[config.mk]
export PLATFORM = sky130hd
export DESIGN_NAME = ahb_arbiter_mux
export DESIGN_NICKNAME = d
export VERILOG_FILES = /design/src/rtl/ahb_arbiter_mux.sv
export SDC_FILE = /design/constraint.sdc
export NUM_CORES = 1
export LEC_CHECK = 0
export CORE_AREA = 8 8 98 100
export DETAILED_ROUTE_END_ITERATION = 8
export DIE_AREA = 0 0 106 108
export PLACE_DENSITY = 0.84
export SLEW_MARGIN = 20
export SYNTH_ARGS = -nofsm -noshare
export SYNTH_HDL_FRONTEND = slang
export SYNTH_SLANG_ARGS = --single-unit
[constraint.sdc]
create_clock -name hclk -period 2.85 [get_ports hclk]
set_input_delay 0.4275 -clock hclk [delete_from_list [all_inputs] [get_ports hclk]]
set_output_delay 0.4275 -clock hclk [all_outputs]
set_load 0.02 [all_outputs]
[src/rtl/ahb_arbiter_mux.sv]
`default_nettype none
// ============================================================================
// Module  : ahb_arbiter_mux
// Brief   : Two-master round-robin AHB arbiter with address/control/write-data
//           muxes, SPLIT masking and per-tenure beat limit. Optional HLOCK_EN.
// Revision: 1.0 - initial release
// ============================================================================
module ahb_arbiter_mux #(
    parameter int ADDR_W    = 32,
    parameter int DATA_W    = 32,
    parameter int MAX_BEATS = 16
) (
    input  logic              hclk,
    input  logic              hresetn,
    input  logic              hbusreq_m1,
    input  logic              hbusreq_m2,
    input  logic [ADDR_W-1:0] haddr_m1,
    input  logic [ADDR_W-1:0] haddr_m2,
    input  logic              hwrite_m1,
    input  logic              hwrite_m2,
    input  logic [DATA_W-1:0] hwdata_m1,
    input  logic [DATA_W-1:0] hwdata_m2,
`ifdef HLOCK_EN
    input  logic              hlock_m1,
    input  logic              hlock_m2,
`endif
    input  logic              hready,
    input  logic [1:0]        hresp,
    input  logic [15:0]       hsplit,
    output logic              hgrant_m1,
    output logic              hgrant_m2,
    output logic [3:0]        hmaster,
    output logic [3:0]        hmaster_data,
    output logic [ADDR_W-1:0] haddr_mux_out,
    output logic              hwrite_mux_out,
    output logic [DATA_W-1:0] hwdata_mux_out
);

    typedef enum logic [1:0] {
        IDLE   = 2'd0,
        OWN_M1 = 2'd1,
        OWN_M2 = 2'd2
    } state_t;

    localparam logic [7:0] BEAT_LAST = 8'(MAX_BEATS - 1);

    state_t     state;
    state_t     state_nxt;
    logic [7:0] beat_cnt;
    logic       ptr_m2;
    logic [1:0] split_mask;     // bit 0 = master 1, bit 1 = master 2
    logic [1:0] split_set;
    logic       pending;
    logic       elig_m1;
    logic       elig_m2;
    logic       owner_lock;
    logic       limit_ok;
    logic       unused_hsplit;

    assign unused_hsplit = ^{hsplit[15:3], hsplit[0]};

    assign elig_m1 = hbusreq_m1 & ~split_mask[0];
    assign elig_m2 = hbusreq_m2 & ~split_mask[1];

`ifdef HLOCK_EN
    assign owner_lock = ((state == OWN_M1) & hlock_m1) | ((state == OWN_M2) & hlock_m2);
`else
    assign owner_lock = 1'b0;
`endif

    assign limit_ok = (beat_cnt < BEAT_LAST) | owner_lock;

    always_ff @(posedge hclk or negedge hresetn) begin
        if (!hresetn) begin
            state <= IDLE;
        end else if (hready) begin
            state <= state_nxt;
        end
    end

    always_comb begin
        state_nxt = state;
        case (state)
            IDLE: begin
                if (elig_m1 && elig_m2) state_nxt = ptr_m2 ? OWN_M2 : OWN_M1;
                else if (elig_m1)       state_nxt = OWN_M1;
                else if (elig_m2)       state_nxt = OWN_M2;
                else                    state_nxt = IDLE;
            end
            OWN_M1: begin
                if (elig_m1 && !pending && (!elig_m2 || limit_ok)) state_nxt = OWN_M1;
                else if (elig_m2)                                  state_nxt = OWN_M2;
                else if (elig_m1)                                  state_nxt = OWN_M1;
                else                                               state_nxt = IDLE;
            end
            OWN_M2: begin
                if (elig_m2 && !pending && (!elig_m1 || limit_ok)) state_nxt = OWN_M2;
                else if (elig_m1)                                  state_nxt = OWN_M1;
                else if (elig_m2)                                  state_nxt = OWN_M2;
                else                                               state_nxt = IDLE;
            end
            default: state_nxt = IDLE;
        endcase
    end

    // SPLIT response masks whichever master is in its data phase
    always_comb begin
        split_set = 2'b00;
        if (!hready && (hresp == 2'b11)) begin
            split_set[0] = (hmaster_data == 4'd1);
            split_set[1] = (hmaster_data == 4'd2);
        end
    end

    always_ff @(posedge hclk or negedge hresetn) begin
        if (!hresetn) begin
            hmaster_data <= 4'd0;
            beat_cnt     <= 8'd0;
            ptr_m2       <= 1'b0;
            pending      <= 1'b0;
            split_mask   <= 2'b00;
        end else begin
            split_mask <= (split_mask & ~hsplit[2:1]) | split_set;
            if (hready) begin
                hmaster_data <= hmaster;
                pending      <= 1'b0;
                if ((state_nxt != state) || (state_nxt == IDLE)) begin
                    beat_cnt <= 8'd0;
                end else if (beat_cnt < BEAT_LAST) begin
                    beat_cnt <= beat_cnt + 8'd1;
                end
                if ((state_nxt != state) && (state_nxt == OWN_M1)) ptr_m2 <= 1'b1;
                if ((state_nxt != state) && (state_nxt == OWN_M2)) ptr_m2 <= 1'b0;
            end else if (hresp[1]) begin
                pending <= 1'b1;
            end
        end
    end

    assign hgrant_m1 = (state == OWN_M1);
    assign hgrant_m2 = (state == OWN_M2);

    always_comb begin
        case (state)
            OWN_M1:  hmaster = 4'd1;
            OWN_M2:  hmaster = 4'd2;
            default: hmaster = 4'd0;
        endcase
    end

    always_comb begin
        case (hmaster)
            4'd1: begin
                haddr_mux_out  = haddr_m1;
                hwrite_mux_out = hwrite_m1;
            end
            4'd2: begin
                haddr_mux_out  = haddr_m2;
                hwrite_mux_out = hwrite_m2;
            end
            default: begin
                haddr_mux_out  = '0;
                hwrite_mux_out = 1'b0;
            end
        endcase
    end

    always_comb begin
        case (hmaster_data)
            4'd1:    hwdata_mux_out = hwdata_m1;
            4'd2:    hwdata_mux_out = hwdata_m2;
            default: hwdata_mux_out = '0;
        endcase
    end

endmodule
`default_nettype wire

==> impl_metrics.ini, run 1 <==
[global_route]
grt_pass1_vias = 2923
grt.overflow.total = 0
grt_pass1_wl_um = 15500
antenna_found_initial = 0
grt_max_degree = 34
grt_usage_pct = 16.4

[layout]
fin_area_um2 = 4240
drive_gt1_share_pct = 5.92
final_common_cell = clkdlybuf4s50_1
fin_util_pct = 52.6
nNetsFinal = 619
syn_to_final_growth_pct = 117
antennaDiodeCount = 0
mostFrequentLayoutCells = 209 x clkdlybuf4s50_1, 66 x a22oi_1, 38 x nor2_1

[sta]
worstMarginPinSlew_ps = 763
fin_setup_tns_ps = 0
finalSetupViolations = 0
fmax_ghz = 0.367
hold_violations = 0
min_period_ps = 2730
period_share_pct = 95.7
finClkSkew_ps = 5.36
rsz0062_at_grt = false
relSlewSlack_pct = 49.0
slew_viol_final = 0

[logic_synthesis]
syn_avg_cell_area_um2 = 7.45
synth_mux_area_share_pct = 1.15
synth.area.top_cells = a22oi_1 25%, dfrtp_1 21%, nor2b_1 11%
async_flop_share_pct = 100
synth_edf_count = 0
synth_top_family_by_area = compound AO/OA/AOI/OAI gates
synth_cell_types = 38
synth-simple-area-share_pct = 27.2
synth_top_area_share_pct = 25.4
yosysTopAreaCell = a22oi_1
yosysSeqAreaShare_pct = 20.5
yosys_warnings = 0
synth_area_um2 = 1950
synth-xor-area-share_pct = 0
ys.flop_type = dfrtp_1
yosys.area_share.adder_pct = 5.77
ys_seq_elements = 16
synth_compound_area_share_pct = 36.5
syn_inst = 262

[placement]
placedInstanceArea_um2 = 4150
portBuffers = 209
place_congestion = 0.805
dpl.hpwl_um = 8330

[clocking]
clkTransAtPathRegs_ps = 70
cts_buffers = 3
cts_sinks = 16
cts_setup_buffers = 0
cts-root-buf = clkbuf_8
clock_latency_ps = 250
cts_tree = done
clk_path_buf_depth = 2
h-tree-depth = 1

[min_path]
hold_path.class = flip-flop to flip-flop

[run_status]
outcome = finished clean

[floorplanning]
ioPinCount = 228
die-area_um2 = 11400
initial_core_util_pct = 24.2
die_x_um = 106
row_count = 33
die_h_um = 108
fp.coreArea_um2 = 8050

[flow_run]
cap_violations = 0

[setup_path]
worstSetupEndpointType = flip-flop
cp_cell_sequence = or4_4, a311oi_4, mux2_4, or2_2, or3b_2, o22ai_1, a22oi_1
crit_family = simple AND/OR/NAND/NOR gates
required_ps = 2980
cp_slowest_cell = or4_4
cp.arrival_ps = 2860
criticalPathCategory = flip-flop to flip-flop
max_stage_delay_ps = 570
critPathLaunchType = flip-flop
path_buf_inv = 0
crit_fanout = 3

[drt]
drc = 0
antenna_left = 0
drt_wl_total_um = 10000
drt_first_pass_iters = 4
drt_iter0_drc = 137
wl_per_cell_um = 17.8
num_vias = 2750
routed_via_density = 4.90

[power_and_ir_drop]
power_leakage_nw = 1.51
vdd_drop_max_uv = 354
pwr_density_cell_nw_per_um2 = 681
[cell type report]
| cell class | instances | area, µm² |
|---|---|---|
| multi-input combinational | 211 | 1430 |
| timing repair buffer | 218 | 2200 |
| fill | 729 | 3810 |
| clock buffer | 4 | 55.1 |
| tap | 105 | 131 |
| sequential | 16 | 402 |
| inverter | 7 | 26.3 |
[per-stage QoR]
step                setup WS, ps  power, W  hold WS, ps  std cells
floorplan                    145   0.00166          132        265
global placement            97.4   0.00262          470        557
detailed placement          56.6   0.00266          476        557
CTS                         4.00   0.00288          497        561
global route                13.0   0.00311          516        561
finish                       123   0.00289          491        561
[logic make-up (layout without fill, tap and decap cells)]
kind of cell             after synthesis  count (layout)
AO/OA/AOI/OAI                         96              96
adder cells (fa/ha/maj)                9               9
buffers and inverters                 38             229
flip-flops                            16              16
multiplexers                           2               2
other                                  1               4
AND/OR/NAND/NOR                      100             100
[timing repair]
item                       in CTS  in global routing
setup endpoints to repair       0                 29
gates resized for setup         0                  6
hold buffers                    0                  0
hold endpoints to repair        0                  0
[final timing paths]
kind,from,to,slack [ps],depth (start not counted)
max,beat_cnt[7],ptr_m2,120,7
min,beat_cnt[6],beat_cnt[6],490,1
max reg2reg,beat_cnt[7],ptr_m2,120,7
min reg2reg,beat_cnt[6],beat_cnt[6],490,1
max in group asynchronous,hresetn,state[1],1710,1
min in group asynchronous,hresetn,ptr_m2,620,1
[state kept, by name (all words and copies together), names as in the netlist]
signal and flops:
ptr_m2 1, pending 1, beat_cnt 8, split_mask 2
hmaster_data 2, state 2
[power by group]
part,total (W),switching [W],internal (W)
clock,0.000203,0.0000801,0.000123
sequential,0.000322,0.0000538,0.000268
combinational,0.00236,0.00122,0.00114
[synth_stat cells (2+ instances only)]
master    instances
a21oi_1           2
nor3_1            6
o21a_1            5
and4b_1           2
nand2_1           7
inv_1             7
nor2_1           38
a21o_1            2
o211ai_1          2
dfrtp_1          16
o21ai_0          12
buf_4             7
nor2b_1          33
a22oi_1          66
clkbuf_1         24
ha_1              9
a31oi_1           2
nand3_1           2
[routing by layer]
| metal | vias up | GRT usage, % | wire length (µm) |
|---|---|---|---|
| li1 | 1336 | - | - |
| met1 | 1235 | 18.5 | 3980 |
| met2 | 172 | 27.6 | 4560 |
| met3 | 7 | 8.63 | 1380 |
| met4 | 0 | 2.51 | 82 |
| met5 | - | 0 | 0 |
Note: power is estimated with default switching activity, not from simulation.
==> run 2: changes to the inputs <==
Settings changed: CORE_AREA 8 8 98 100 to 2 2 92 94, DIE_AREA 0 0 106 108 to 0 0 94 96.
==> run 2 against run 1 <==
Net effect: clock skew fell by 2.2 ps; count of clock-buffer cells in the layout did not move; total power fell by 3.9%; final cell count fell by 0.18%.
==> impl_metrics.ini, run 2 (synthesis gave the netlist of run 1 again) <==
[drt]
drt_first_pass_iters = 4
wl_per_cell_um = 15.9
drc = 0
num_vias = 2803
routed_via_density = 5.01
antenna_left = 0
drt_iter0_drc = 127
drt_wl_total_um = 8880

[setup_path]
crit_family = simple AND/OR/NAND/NOR gates
cp_cell_sequence = or4_4, a311oi_4, mux2_2, or2_2, buf_4, nor4_2, nor2_2, a211oi_2
max_stage_delay_ps = 560
ff2ff_path_depth = 8
cp_slowest_cell = or4_4
criticalPathCategory = flip-flop to flip-flop
critPathLaunchType = flip-flop
path_buf_inv = 1
r2r_start = beat_cnt[7]
required_ps = 3010
cp.arrival_ps = 2920
crit_fanout = 4
rr_endpoint = beat_cnt[0]
rrSetupSlack_ps = 90
worstSetupEndpointType = flip-flop

[power_and_ir_drop]
p_seq_share_pct = 11.7
swShare_pct = 47.9
vdd_drop_max_uv = 384
pwr_density_cell_nw_per_um2 = 663
power_leakage_nw = 1.49
switchingPower_w = 0.00133
power_frac_comb_pct = 81.1
p_clk_share_pct = 7.2
p_int_w = 0.00144

[layout]
largest_reg_flops = 8
mostFrequentLayoutCells = 209 x clkdlybuf4s50_1, 66 x a22oi_1, 38 x nor2_1
n_fill_cell = 743
regMostFlops = beat_cnt
nNetsFinal = 618
drive_gt1_share_pct = 5.71
antennaDiodeCount = 0
syn_to_final_growth_pct = 114
final_common_cell = clkdlybuf4s50_1

[min_path]
hold_path.class = flip-flop to flip-flop
min_path_cells = 1
hold_path_end = beat_cnt[6]
holdCritStartpoint = beat_cnt[6]

[sta]
worstMarginPinSlew_ps = 745
slew_viol_final = 0
finalSetupViolations = 0
finClkSkew_ps = 3.11
fmax_ghz = 0.363
min_period_ps = 2760
period_share_pct = 96.8
relSlewSlack_pct = 50.2
fin_setup_tns_ps = 0
hold_slack_ps = 488
rsz0062_at_grt = false
hold_violations = 0

[floorplanning]
ioPinCount = 228
row_count = 33
die_h_um = 96
die-area_um2 = 9020
die_x_um = 94
fp.coreArea_um2 = 8050
initial_core_util_pct = 24.2

[clocking]
cts-root-buf = clkbuf_8
cts_sinks = 16
h-tree-depth = 1
cts_hold_buffers = 0
cts_tree = done
cts_setup_buffers = 0
clk_path_buf_depth = 2
cts_buffers = 3
clock_latency_ps = 250
clkTransAtPathRegs_ps = 60

[placement]
place_congestion = 0.829
dpl.hpwl_um = 7200
portBuffers = 209

[global_route]
grt_pass1_wl_um = 12700
grt.overflow.total = 0
grt_pass1_vias = 2613
grt_usage_pct = 17.5
grt_max_degree = 34
antenna_found_initial = 0

[run_status]
outcome = finished clean

[flow_run]
cap_violations = 0
==> run 2: worst register-to-register path, delay by kind of cell (launching register included) <==
family          cells  cell delay, ps
simple gates        4            1260
compound gates      2             480
mux                 1             390
flops               1             380
buf+inv             1             160
==> run 2: layer usage <==
| metal | GRT usage, % | up-vias | wire, µm |
|---|---|---|---|
| met2 | 32.3 | 183 | 4320 |
| met5 | 0 | - | 0 |
| li1 | - | 1338 | - |
| met4 | 3.74 | 0 | 138 |
| met1 | 20.0 | 1267 | 3420 |
| met3 | 4.93 | 15 | 998 |
==> run 2: what timing repair did <==
action,CTS,global route
gates cloned,0,0
pin swaps,0,1
endpoints found under the setup margin,1,45
resized for setup,1,5
==> run 2: layout make-up <==
cell class	instances	area, µm²	share of cell area, %
clock buffers	4	55.1	1.32
multi-input cells	211	1410	33.8
repair buffers	217	2160	51.5
inverters	7	26.3	0.628
flip-flops and latches	16	402	9.60
well taps	105	131	3.14
==> run 2: power by group through the flow <==
stage	registers, W	logic, W	clock network [W]
2_1_floorplan	0.000322	0.00134	0
3_3_place_gp	0.000319	0.00219	0
3_5_place_dp	0.000324	0.00222	0
4_1_cts	0.000321	0.00224	0.000204
5_1_grt	0.000333	0.00241	0.000217
6_report	0.000324	0.00225	0.000199
==> run 2: worst max path at each step <==
stage           startpoint           to  slack, ps  depth (start not counted)
6_report       beat_cnt[7]  beat_cnt[0]         90                          8
3_5_place_dp   beat_cnt[7]  beat_cnt[0]          6                          8
5_1_grt        beat_cnt[7]  beat_cnt[0]          5                          8
3_3_place_gp   beat_cnt[7]       ptr_m2        110                          7
4_1_cts        beat_cnt[7]       ptr_m2         50                          7
2_1_floorplan  beat_cnt[7]       ptr_m2        140                          7
==> run 2: stage by stage <==
step	util, %	area (µm²)	total power, W	setup WS, ps	cells
after floorplan	-	1960	0.00166	145	265
after global placement	51.0	4100	0.00251	105	556
after detailed placement	51.0	4100	0.00255	6.38	556
after CTS	51.7	4170	0.00276	50.3	560
after global routing	52.0	4180	0.00296	4.90	560
final	52.0	4180	0.00277	92.4	560
